[config.mk]
export PLATFORM = sky130hd
export DESIGN_NAME = chip8_core_sequencer
export DESIGN_NICKNAME = d
export VERILOG_FILES = /design/src/rtl/chip8_core_sequencer.sv
export SDC_FILE = /design/constraint.sdc
export NUM_CORES = 1
export LEC_CHECK = 0
export ABC_AREA = 1
export BUFFER_PORTS_ARGS = -buffer_cell sky130_fd_sc_hd__buf_4
export CORE_AREA = 2 2 145 147
export DETAILED_ROUTE_END_ITERATION = 12
export DIE_AREA = 0 0 147 149
export HOLD_SLACK_MARGIN = 0.15
export PLACE_DENSITY = 0.95
export SYNTH_ARGS = -nofsm -noshare
export SYNTH_HDL_FRONTEND = slang
export SYNTH_SLANG_ARGS = --single-unit
[constraint.sdc]
create_clock -name clk -period 4.8 [get_ports clk]
set_clock_uncertainty 0.15 [all_clocks]
set_input_delay 0.72 -clock clk [delete_from_list [all_inputs] [get_ports clk]]
set_output_delay 0.72 -clock clk [all_outputs]
set_load 0.02 [all_outputs]
[src/rtl/chip8_core_sequencer.sv]
// ---------------------------------------------------------------------------
// chip8_core_sequencer
//
// Control core of the CHIP-8 CPU. Divides the system clock into CPU-step and
// 60 Hz-style timer ticks, runs the two-byte instruction fetch sequence, and
// owns the program counter, the return stack and the delay/sound timers.
// Instruction decode/execute lives in an external execute unit, which sees the
// opcode during EXEC and answers with a PC operation plus exec_done.
//
// Ports
//   clk, reset              system clock, synchronous active-high reset
//   mem_rd, mem_addr        memory read strobe/address (data returns next cycle)
//   mem_data                read data from memory
//   opcode, opcode_valid    fetched instruction, valid (and stable) in EXEC
//   exec_done               execute unit finished, sampled only in EXEC
//   pc_op, pc_target        0 NEXT, 1 SKIP, 2 JUMP, 3 CALL, 4 RET, 5 HOLD
//   dt_we, st_we,           load delay / sound timer with timer_wdata
//   timer_wdata
//   delay_timer, sound_on   delay timer value, sound timer non-zero
//   pc, sp                  program counter, stack entries in use
//   tick_missed             one-cycle pulse when a CPU tick arrives while busy
//   fault                   sticky stack overflow/underflow (core halts)
// ---------------------------------------------------------------------------
module chip8_core_sequencer #(
  parameter int                CLK_HZ      = 50_000_000,
  parameter int                CPU_HZ      = 540,
  parameter int                TIMER_HZ    = 60,
  parameter int                ADDR_W      = 12,
  parameter int                STACK_DEPTH = 16,
  parameter logic [ADDR_W-1:0] PC_RESET    = 'h200,
  localparam int               SP_W        = $clog2(STACK_DEPTH + 1)
) (
  input  logic              clk,
  input  logic              reset,
  output logic              mem_rd,
  output logic [ADDR_W-1:0] mem_addr,
  input  logic [7:0]        mem_data,
  output logic [15:0]       opcode,
  output logic              opcode_valid,
  input  logic              exec_done,
  input  logic [2:0]        pc_op,
  input  logic [ADDR_W-1:0] pc_target,
  input  logic              dt_we,
  input  logic              st_we,
  input  logic [7:0]        timer_wdata,
  output logic [7:0]        delay_timer,
  output logic              sound_on,
  output logic [ADDR_W-1:0] pc,
  output logic [SP_W-1:0]   sp,
  output logic              tick_missed,
  output logic              fault
);

  localparam int CPU_DIV = CLK_HZ / CPU_HZ;
  localparam int TMR_DIV = CLK_HZ / TIMER_HZ;
  localparam int CPU_CW  = (CPU_DIV > 1) ? $clog2(CPU_DIV) : 1;
  localparam int TMR_CW  = (TMR_DIV > 1) ? $clog2(TMR_DIV) : 1;
  localparam int IDX_W   = (STACK_DEPTH > 1) ? $clog2(STACK_DEPTH) : 1;

  localparam logic [CPU_CW-1:0] CPU_RELOAD = CPU_CW'(CPU_DIV - 1);
  localparam logic [TMR_CW-1:0] TMR_RELOAD = TMR_CW'(TMR_DIV - 1);
  localparam logic [SP_W-1:0]   SP_FULL    = SP_W'(STACK_DEPTH);

  localparam logic [2:0] OP_SKIP = 3'd1;
  localparam logic [2:0] OP_JUMP = 3'd2;
  localparam logic [2:0] OP_CALL = 3'd3;
  localparam logic [2:0] OP_RET  = 3'd4;
  localparam logic [2:0] OP_HOLD = 3'd5;

  typedef enum logic [2:0] {
    IDLE     = 3'd0,
    FETCH_HI = 3'd1,
    FETCH_LO = 3'd2,
    LATCH    = 3'd3,
    EXEC     = 3'd4,
    HALT     = 3'd5
  } state_t;

  // Write has priority over the tick; a timer at zero stays at zero.
  function automatic logic [7:0] timer_next(input logic [7:0] cur,
                                            input logic       we,
                                            input logic [7:0] wdata,
                                            input logic       tick);
    if (we) return wdata;
    if (tick && (cur != 8'd0)) return cur - 8'd1;
    return cur;
  endfunction

  state_t              state, state_nxt;
  logic [CPU_CW-1:0]   cpu_cnt;
  logic [TMR_CW-1:0]   tmr_cnt;
  logic                cpu_tick, tmr_tick;
  logic [7:0]          sound_timer;
  logic [ADDR_W-1:0]   stack [STACK_DEPTH];
  logic [ADDR_W-1:0]   pc_nxt, pc_inc2;
  logic [SP_W-1:0]     sp_nxt;
  logic [IDX_W-1:0]    push_idx, pop_idx;
  logic                push, fault_set;

  assign cpu_tick    = (cpu_cnt == '0);
  assign tmr_tick    = (tmr_cnt == '0);
  assign tick_missed = cpu_tick && (state != IDLE);
  assign sound_on    = (sound_timer != 8'd0);
  assign pc_inc2     = pc + ADDR_W'(2);
  assign push_idx    = IDX_W'(sp);
  assign pop_idx     = IDX_W'(sp - SP_W'(1));

  // Free-running dividers; each tick lasts one cycle, period is exactly DIV.
  always_ff @(posedge clk) begin
    if (reset || cpu_tick) cpu_cnt <= CPU_RELOAD;
    else                   cpu_cnt <= cpu_cnt - CPU_CW'(1);
    if (reset || tmr_tick) tmr_cnt <= TMR_RELOAD;
    else                   tmr_cnt <= tmr_cnt - TMR_CW'(1);
  end

  always_ff @(posedge clk) begin
    if (reset) state <= IDLE;
    else       state <= state_nxt;
  end

  always_comb begin
    state_nxt    = state;
    mem_rd       = 1'b0;
    mem_addr     = pc;
    opcode_valid = 1'b0;
    pc_nxt       = pc;
    sp_nxt       = sp;
    push         = 1'b0;
    fault_set    = 1'b0;
    case (state)
      IDLE:     if (cpu_tick) state_nxt = FETCH_HI;
      FETCH_HI: begin
        mem_rd    = 1'b1;
        state_nxt = FETCH_LO;
      end
      FETCH_LO: begin
        mem_rd    = 1'b1;
        mem_addr  = pc + ADDR_W'(1);
        state_nxt = LATCH;
      end
      LATCH:    state_nxt = EXEC;
      EXEC: begin
        opcode_valid = 1'b1;
        if (exec_done) begin
          state_nxt = IDLE;
          case (pc_op)
            OP_SKIP: pc_nxt = pc + ADDR_W'(4);
            OP_JUMP: pc_nxt = pc_target;
            OP_CALL: begin
              if (sp == SP_FULL) begin
                fault_set = 1'b1;
                state_nxt = HALT;
              end else begin
                push   = 1'b1;
                sp_nxt = sp + SP_W'(1);
                pc_nxt = pc_target;
              end
            end
            OP_RET: begin
              if (sp == '0) begin
                fault_set = 1'b1;
                state_nxt = HALT;
              end else begin
                sp_nxt = sp - SP_W'(1);
                pc_nxt = stack[pop_idx];
              end
            end
            OP_HOLD: pc_nxt = pc;
            default: pc_nxt = pc_inc2;  // NEXT and the unused codes 6/7
          endcase
        end
      end
      HALT:     state_nxt = HALT;
      default:  state_nxt = IDLE;
    endcase
  end

  // High byte arrives during FETCH_LO, low byte during LATCH, so the opcode
  // is complete on the first EXEC cycle and untouched until the next fetch.
  always_ff @(posedge clk) begin
    if (reset) begin
      pc          <= PC_RESET;
      sp          <= '0;
      opcode      <= '0;
      fault       <= 1'b0;
      delay_timer <= 8'd0;
      sound_timer <= 8'd0;
    end else begin
      pc          <= pc_nxt;
      sp          <= sp_nxt;
      if (fault_set)         fault        <= 1'b1;
      if (state == FETCH_LO) opcode[15:8] <= mem_data;
      if (state == LATCH)    opcode[7:0]  <= mem_data;
      delay_timer <= timer_next(delay_timer, dt_we, timer_wdata, tmr_tick);
      sound_timer <= timer_next(sound_timer, st_we, timer_wdata, tmr_tick);
    end
  end

  // Return addresses are plain storage; sp alone defines which are live.
  always_ff @(posedge clk) begin
    if (push) stack[push_idx] <= pc_inc2;
  end

endmodule

==> impl_metrics.ini, run 1 <==
[synth]
synth_top_area_cell = edfxtp_1
yosysTopAreaCellShare_pct = 44.6
syn-num-nets = 1482
yosys_warnings = 0
syn_inst = 1430
yosysSeqAreaShare_pct = 58.5
synthArstFlopShare_pct = 0
avgSynthCellArea_um2 = 9.05
yosys-top-cells-area = edfxtp_1 (45%), dfxtp_1 (14%), nand2_1 (11%), nand3_1 (8.4%), nor2_1 (5.2%)
synth-main-ff-cell = edfxtp_1
synthDistinctLibCells = 45
synth_edf_count = 192
ys_seq_elements = 282
synth_area_mm2 = 0.0129

[pwr]
peakVddDrop_uv = 329
power_density_mw_per_mm2 = 339
p_int_mw = 3.97
clkPwrFrac_pct = 43.5
p_sw_mw = 1.03
switching_share_pct = 20.6
leakagePower_nw = 5.92
p_seq_share_pct = 52.1
pwr-share-comb_pct = 4.4
total_power_mw = 5.00

[timing]
timing.fmax_mhz = 278
setup_violations = 0
hold_viol = 0
drv_slew = 0
slew_headroom_pct = 15.5
max_slew.worst_pin.slew_ns = 1.26
finalHoldWorstSlack_ns = 0.254
timing.setup.tns_ns = 0
period_needed_ns = 3.60
rsz0062_at_grt = false
timing.final.crit_share_pct = 75.0

[place]
dp_hpwl_um = 22300
gp_congestion = 1.02
io_buffer_count = 93

[clock_tree]
cts_made_buffers = 27
clock-root-buffer = clkbuf_16
postCtsSetupBuffers = 0
cts_resized = 0
clk_latency_ns = 0.53
ctsHoldBuffers = 0
clkSinkCount = 282
tritoncts = built
clock_path_buffers = 3
clk_pin_slew_ns = 0.06
h-tree-depth = 1

[floorplanning]
start_util_pct = 62.9
die_x_um = 147
core_mm2 = 0.0206
ios = 94
die_area_mm2 = 0.0219
die_height_um = 149
rows = 53

[worst_setup_path]
path_max_fanout = 13
max_stage_delay_ns = 0.52
path_common_cell = nor2_1
crit_buf_inv = 3
cp_cell_sequence = nor2_1, inv_1, nor2_1, inv_2, nor2_4, nand2_1, nor4_2, xor2_1, buf_4
path_class = reg2out
worstPathRequired_ns = 3.93
crit_slowest_cell = nor2_1
path_delay_family = simple AND/OR/NAND/NOR gates
crit_path_end_kind = output port
critPathLaunchType = flop
critPathArrivalTime_ns = 2.73

[drt]
wire_per_inst_um = 19.8
ant_nets = 0
firstDrtPassIters = 7
viasPerCell = 6.21
vias = 11200
drt_iter0_markers = 1423
drc = 0
drt-total-wl_um = 35700

[worst_hold_path]
worstHoldPathType = reg2reg

[grt]
gr-usage-met1_pct = 37.7
grt_max_degree = 102
met2_usage_pct = 56.0
grt-ovfl-total = 0
grt_pass1_vias = 10800
grtUsageTotal_pct = 32.5
grt_pass1_wl_um = 55900
grtUsageMet3_pct = 8.35
top_usage_layer = met2
antenna_found_initial = 0

[final_layout]
layout_commonest_cell = nand2_1
layout_common_cells = nand2_1 (367), nand3_1 (216), edfxtp_1 (192), nor2_1 (179), buf_4 (104)
layout.nets = 1565
n_antenna_cell = 0
drive_gt1_share_pct = 12.4
area_growth_pct = 13.9

[outcome]
outcome = finished clean

[run]
drv_cap = 0
power groups by stage:
stage	Combinational (mW)	Clock, mW	Sequential [mW]
global placement	0.207	0	2.65
CTS	0.218	2.18	2.60
global route	0.243	2.28	2.60
finish	0.221	2.18	2.60
detailed placement	0.213	0	2.65
floorplan	0.126	0	2.66
sequential cells by signal, summed over array words and instances, names as in the netlist, 3 cells and up:
| signal | count |
|---|---|
| pc | 12 |
| stack | 192 |
| tmr_cnt | 20 |
| cpu_cnt | 17 |
| opcode | 16 |
| sound_timer | 8 |
| sp | 5 |
| delay_timer | 8 |
| state | 3 |
worst paths after layout:
check	from	to	slack (ns)	depth (start not counted)
max	state[0]$_SDFFE_PP0P_	mem_addr[11]	1.20	9
max reg2reg	sp[0]$_SDFFE_PP0P_	pc[10]$_SDFFE_PP0P_	1.49	13
min reg2reg	cpu_cnt[0]$_SDFF_PP1_	cpu_cnt[0]$_SDFF_PP1_	0.25	1
min	cpu_cnt[0]$_SDFF_PP1_	cpu_cnt[0]$_SDFF_PP1_	0.25	1
final cells by class:
cell class | count | area [um^2]
clock buffer | 36 | 709
sequential | 282 | 7570
timing repair buffer | 104 | 781
tap | 275 | 344
fill | 1350 | 5820
multi-input combinational | 995 | 4760
clock inverter | 11 | 184
inverter | 103 | 389
cell usage after synthesis, types with 6 or more instances:
| cell type | n |
|---|---|
| a21oi_1 | 32 |
| a31oi_1 | 6 |
| buf_1 | 6 |
| buf_2 | 19 |
| clkbuf_1 | 20 |
| dfxtp_1 | 90 |
| edfxtp_1 | 192 |
| ha_1 | 16 |
| inv_1 | 92 |
| inv_2 | 8 |
| nand2_1 | 367 |
| nand3_1 | 216 |
| nand4_1 | 9 |
| nor2_1 | 179 |
| nor2_2 | 10 |
| nor3_1 | 12 |
| o21ai_0 | 66 |
| xnor2_1 | 10 |
| xor2_1 | 28 |
routing by layer:
metal  routed length [um]  share of wire [%]
met4                 2440                6.8
met5                    0                  0
met1                11600                 32
met2                17300                 49
met3                 4300                 12
worst reg2reg max path, stage by stage (launching register included):
cell	delay, ns
dfxtp_4	0.35
inv_4	0.04
buf_4	0.79
ha_1	0.33
inv_1	0.08
nand2_2	0.09
nand2_4	0.16
inv_2	0.45
nand3_1	0.14
nand2_1	0.15
nand2_1	0.15
nand2_1	0.15
nor2_1	0.07
a21oi_1	0.15
logic make-up (layout without fill, tap and decap cells):
kind of cell	count (synthesis)	after routing	share of synthesized area, %
buffers and inverters	153	254	4.85
adders and majority gates	16	16	1.55
and+or+nand+nor	823	823	27.7
xor gates and xnor gates	38	38	2.57
AOI/OAI and AO/OA	118	118	4.88
DFF	282	282	58.5
per-stage QoR:
step | cells | area, um^2 | setup WS, ns | util (%)
floorplan | 1430 | 12900 | 1.89 | -
global placement | 1759 | 13800 | 1.64 | 67.4
detailed placement | 1759 | 13800 | 1.56 | 67.4
CTS | 1806 | 14700 | 1.21 | 71.7
global route | 1806 | 14700 | 0.963 | 71.7
finish | 1806 | 14700 | 1.20 | 71.7
(Power assumes the default switching activity.)
==> inputs of run 2 (changes only) <==
--- a/config.mk
+++ b/config.mk
@@ -7,11 +7,11 @@
 export LEC_CHECK = 0
 export ABC_AREA = 1
 export BUFFER_PORTS_ARGS = -buffer_cell sky130_fd_sc_hd__buf_4
-export CORE_AREA = 2 2 145 147
+export CORE_AREA = 2 2 150 152
 export DETAILED_ROUTE_END_ITERATION = 12
-export DIE_AREA = 0 0 147 149
+export DIE_AREA = 0 0 152 154
 export HOLD_SLACK_MARGIN = 0.15
-export PLACE_DENSITY = 0.95
+export PLACE_DENSITY = 0.91
 export SYNTH_ARGS = -nofsm -noshare
 export SYNTH_HDL_FRONTEND = slang
 export SYNTH_SLANG_ARGS = --single-unit
==> constraint.sdc (replaced) <==
create_clock -name clk -period 3.64 [get_ports clk]
set_clock_uncertainty 0.15 [all_clocks]
set_input_delay 0.546 -clock clk [delete_from_list [all_inputs] [get_ports clk]]
set_output_delay 0.546 -clock clk [all_outputs]
set_load 0.02 [all_outputs]
==> run 2 against run 1 <==
  * Wire length increased by 2.7%
  * Utilization shrank 1.6 points
  * Hold slack lost 0.10 ns
  * First-iteration DRC count is 20% higher
  * Die area up 6.9%
  * Highest routed layer unchanged
==> impl_metrics.ini, run 2 (synthesized netlist as in run 1, its figures left out) <==
[place]
io_buffer_count = 93
place_area_mm2 = 0.0140
post-place-ws_ns = 0.985
dpl.cell_count = 1784
dp_hpwl_um = 22600
gp_congestion = 0.952

[final_layout]
final_cells = 1844
fin_util_pct = 70.1
reg.largest.list = stack (192), tmr_cnt (20), cpu_cnt (17)
register_area_mm2 = 0.00757
multi_input_area_mm2 = 0.00475
drive_gt1_share_pct = 14.1
layout_commonest_cell = nand2_1
regMostFlops = stack
layout_common_cells = nand2_1 (367), nand3_1 (216), edfxtp_1 (192), nor2_1 (179), buf_4 (124)
layout.nets = 1594
area_growth_pct = 17.5
largest_register_ffs = 192
fin_area_mm2 = 0.0152
fillers = 1436

[grt]
top_usage_layer = met2
grt_pass1_wl_um = 57600
grt_max_degree = 102
antenna_found_initial = 1
gr-usage-met1_pct = 36.1
grtUsageTotal_pct = 30.7
grtUsageMet3_pct = 5.64
grt_pass1_vias = 11100
grt-ovfl-total = 0
met2_usage_pct = 54.1

[worst_setup_path]
path_max_fanout = 10
crit_buf_inv = 2
crit_slowest_cell = dfxtp_1
cp_cell_sequence = ha_1, inv_1, nor2_1, nand2_1, nor3_1, xor2_1, buf_4
worstReg2RegStart = pc[1]$_SDFFE_PP0P_
worstPathRequired_ns = 2.94
crit_path_end_kind = output port
path_delay_family = simple AND/OR/NAND/NOR gates
critPathArrivalTime_ns = 2.48
critPathLaunchType = flop
rr_worst_depth = 7
reg2reg_slack_ns = 0.83
max_stage_delay_ns = 0.56
path_class = reg2out
timing.rr.end = pc[6]$_SDFFE_PP0P_

[timing]
timing.fmax_mhz = 315
finalHoldWorstSlack_ns = 0.152
setup_violations = 0
period_needed_ns = 3.17
timing.final.crit_share_pct = 87.1
timing.setup.tns_ns = 0
worst_slack_ns = 0.468
rsz0062_at_grt = false
max_slew.worst_pin.slew_ns = 1.12
hold_viol = 0
slew_headroom_pct = 25.0
drv_slew = 0

[drt]
firstDrtPassIters = 7
wire_per_inst_um = 19.9
drc = 0
ant_nets = 0
drt-total-wl_um = 36600
viasPerCell = 6.11
drt_iter0_markers = 1708
vias = 11300

[worst_hold_path]
hold_depth = 3
hp-start = timer_wdata[3]
worstHoldPathType = in2reg
hold_end = sound_timer[3]$_SDFFE_PP0P_

[clock_tree]
clk_pin_slew_ns = 0.07
postCtsSetupBuffers = 0
cts_resized = 0
clk_latency_ns = 0.55
clock-root-buffer = clkbuf_16
ctsHoldBuffers = 9
h-tree-depth = 1
cts_made_buffers = 27
clkSinkCount = 282
tritoncts = built
clock_path_buffers = 3

[pwr]
power_density_mw_per_mm2 = 472
leakagePower_nw = 6.18
peakVddDrop_uv = 378
total_power_mw = 7.17

[floorplanning]
ios = 94
die_area_mm2 = 0.0234
die_x_um = 152
core_mm2 = 0.0217
rows = 54
start_util_pct = 59.7
die_height_um = 154

[run]
drv_cap = 0

[outcome]
outcome = finished clean
==> run 2: cell count changes in the layout (fill, tap and decap cells not counted), sizes merged <==
cell         delta
clkinv          -4
buf            +20
dlygate4sd3     +9
diode           +1
clkinvlp        +1
bufinv          +3
clkbuf          +3
==> run 2: area by class of cell <==
class	count	share of cell area, %
diodes	1	0.0165
clock buffers	39	5.62
clock inverters	11	1.72
inverters	103	2.56
multi-input cells	995	31.2
flip-flops and latches	282	49.8
well taps	280	2.30
repair buffers	133	6.72
==> run 2: tightest hold or removal path: stages <==
cell,delay (ns)
buf_4,0.11
nand2_1,0.05
a31oi_1,0.07
==> run 2: metal layers <==
metal,share of wire (%),up-vias
li1,-,5019
met2,50,744
met5,0,-
met4,5.8,0
met1,34,5320
met3,10,176
==> run 2: worst max path at each step <==
stage | slack (ns) | end | start | cells past startpoint
CTS | 0.50 | mem_addr[7] | pc[1]$_SDFFE_PP0P_ | 7
global route | 0.29 | mem_addr[7] | pc[1]$_SDFFE_PP0P_ | 7
floorplan | 0.73 | stack[0][0]$_DFFE_PP_ | sp[0]$_SDFFE_PP0P_ | 9
global placement | 1.05 | pc[6]$_SDFFE_PP0P_ | pc[1]$_SDFFE_PP0P_ | 7
finish | 0.47 | mem_addr[7] | pc[1]$_SDFFE_PP0P_ | 7
detailed placement | 0.98 | pc[6]$_SDFFE_PP0P_ | pc[1]$_SDFFE_PP0P_ | 7
==> run 2: power by group <==
group / internal (mW) / total (mW) / switching [mW]
registers: 3.41 / 3.43 / 0.0262
clock network: 2.20 / 3.43 / 1.23
logic: 0.117 / 0.305 / 0.188
total: 5.72 / 7.17 / 1.45
==> inputs of run 3 (changes only) <==
--- a/config.mk
+++ b/config.mk
@@ -7,9 +7,11 @@
 export LEC_CHECK = 0
 export ABC_AREA = 1
 export BUFFER_PORTS_ARGS = -buffer_cell sky130_fd_sc_hd__buf_4
-export CORE_AREA = 2 2 150 152
+export CELL_PAD_IN_SITES_DETAIL_PLACEMENT = 1
+export CELL_PAD_IN_SITES_GLOBAL_PLACEMENT = 1
+export CORE_AREA = 2 2 139 209
 export DETAILED_ROUTE_END_ITERATION = 12
-export DIE_AREA = 0 0 152 154
+export DIE_AREA = 0 0 141 211
 export HOLD_SLACK_MARGIN = 0.15
 export PLACE_DENSITY = 0.91
 export SYNTH_ARGS = -nofsm -noshare
==> run 3 against run 2 <==
  * First-iteration DRC count down 45%
  * Clock-buffer cell count down 5
  * Cell count up 3.8%
  * Via count up 2.5%
  * Wire length up 27%
  * Register-to-register slack worse by 0.10 ns
  * Cell area about the same
  * Highest routed layer unchanged
==> impl_metrics.ini, run 3 (synthesized netlist as in run 1, its figures left out) <==
[drt]
ant_nets = 0
vias = 11500
viasPerCell = 6.03
drt_iter0_markers = 940
drt-total-wl_um = 46600
drc = 0
wire_per_inst_um = 24.3
firstDrtPassIters = 5

[worst_setup_path]
crit_path_end_kind = output port
path_max_fanout = 7
worstPathRequired_ns = 2.94
cp.depth = 8
crit_slowest_cell = dfxtp_1
rr_worst_depth = 13
max_stage_delay_ns = 0.58
path_delay_family = simple AND/OR/NAND/NOR gates
timing.rr.end = pc[6]$_SDFFE_PP0P_
critPathLaunchType = flop
critPathArrivalTime_ns = 2.80
cp_cell_sequence = ha_1, nand2_1, nor2_1, nand2_1, nor2_1, xor2_1, inv_1, buf_4
path_class = reg2out
worstReg2RegStart = sp[0]$_SDFFE_PP0P_
crit_buf_inv = 2
reg2reg_slack_ns = 0.73

[clock_tree]
h-tree-depth = 1
clkSinkCount = 282
clock-root-buffer = clkbuf_16
clk_pin_slew_ns = 0.07
cts_resized = 0
tritoncts = built
cts_made_buffers = 27
clock_path_buffers = 3
clk_latency_ns = 0.55

[place]
io_buffer_count = 93
gp_congestion = 0.892
dpl.cell_count = 1852
dp_hpwl_um = 28100

[final_layout]
layout_common_cells = nand2_1 (367), nand3_1 (216), edfxtp_1 (192), nor2_1 (179), buf_4 (126)
drive_gt1_share_pct = 14.0
final_cells = 1914
layout_commonest_cell = nand2_1
regMostFlops = stack
fillers = 3103
layout.nets = 1599
reg.largest.list = stack (192), tmr_cnt (20), cpu_cnt (17)
largest_register_ffs = 192
area_growth_pct = 17.6
multi_input_area_mm2 = 0.00475
register_area_mm2 = 0.00757
n_antenna_cell = 0

[worst_hold_path]
hold_end = sound_timer[5]$_SDFFE_PP0P_
hp-start = timer_wdata[5]
hold_depth = 5
worstHoldPathType = in2reg

[timing]
setup_violations = 0
max_slew.worst_pin.slew_ns = 1.08
drv_slew = 0
timing.final.crit_share_pct = 96.0
period_needed_ns = 3.50
hold_viol = 0
timing.setup.tns_ns = 0
rsz0062_at_grt = false
slew_headroom_pct = 28.2
timing.fmax_mhz = 286
finalHoldWorstSlack_ns = 0.163

[floorplanning]
die_area_mm2 = 0.0298
core_mm2 = 0.0279
die_x_um = 141
start_util_pct = 46.4
rows = 75
die_height_um = 211
ios = 94

[outcome]
outcome = finished clean

[pwr]
leakagePower_nw = 6.15
power_density_mw_per_mm2 = 463
peakVddDrop_uv = 394

[grt]
antenna_found_initial = 0
grt-ovfl-total = 0
grt_pass1_wl_um = 72200
grt_max_degree = 96
grtUsageTotal_pct = 31.3
grt_pass1_vias = 12700

[run]
drv_cap = 0
==> run 3: cell type report <==
cell class	count	area share [%]
clock buffers	34	4.68
inverters	103	2.56
clock inverters	16	1.92
flip-flops and latches	282	49.8
well taps	346	2.85
repair buffers	138	7.01
multi-input cells	995	31.2
==> run 3: power breakdown <==
| part | internal, mW | switching, mW |
|---|---|---|
| clock | 1.96 | 1.31 |
| combinational | 0.121 | 0.211 |
| sequential | 3.41 | 0.0282 |
==> run 3: worst max-delay path by stage <==
stage                     slack (ns)                    end               start
after floorplan                 0.73  stack[0][0]$_DFFE_PP_  sp[0]$_SDFFE_PP0P_
after global placement          0.93            mem_addr[8]  pc[2]$_SDFFE_PP0P_
after detailed placement        0.86            mem_addr[8]  pc[2]$_SDFFE_PP0P_
after CTS                       0.20            mem_addr[8]  pc[2]$_SDFFE_PP0P_
after global routing            0.12            mem_addr[8]  pc[2]$_SDFFE_PP0P_
final                           0.14            mem_addr[8]  pc[2]$_SDFFE_PP0P_
==> run 3: what timing repair did <==
action	4_1_cts	5_1_grt
buffers inserted	0	0
hold endpoints to repair	18	0
hold buffers	12	0
==> run 3: per-stage QoR <==
step | utilization [%] | total power [mW] | cell area (um^2) | setup WS [ns]
floorplan | - | 3.68 | 12900 | 0.731
global placement | 50.5 | 3.79 | 14100 | 0.933
detailed placement | 50.5 | 3.81 | 14100 | 0.858
CTS | 54.6 | 7.04 | 15200 | 0.200
global route | 54.6 | 7.17 | 15200 | 0.124
finish | 54.6 | 7.04 | 15200 | 0.145
==> run 3: worst reg2reg max path: stages (launching register included) <==
cell and delay (ns):
dfxtp_4 0.67, inv_4 0.12, ha_1 0.23, inv_1 0.10, nand2_2 0.08, nand2_4 0.25
inv_2 0.30, nor2_2 0.34, nand3_1 0.13, nand3_1 0.09, nand2_1 0.09, nand2_1 0.08
nand2_1 0.07, a21oi_2 0.15
==> run 3: metal layers <==
layer / GRT usage, % / share of wire [%] / wire length [um]
met2: 55.4 / 50 / 23500
met1: 35.3 / 35 / 16200
met5: 0 / 0 / 0
met3: 4.83 / 7.7 / 3600
met4: 19.4 / 7.0 / 3280
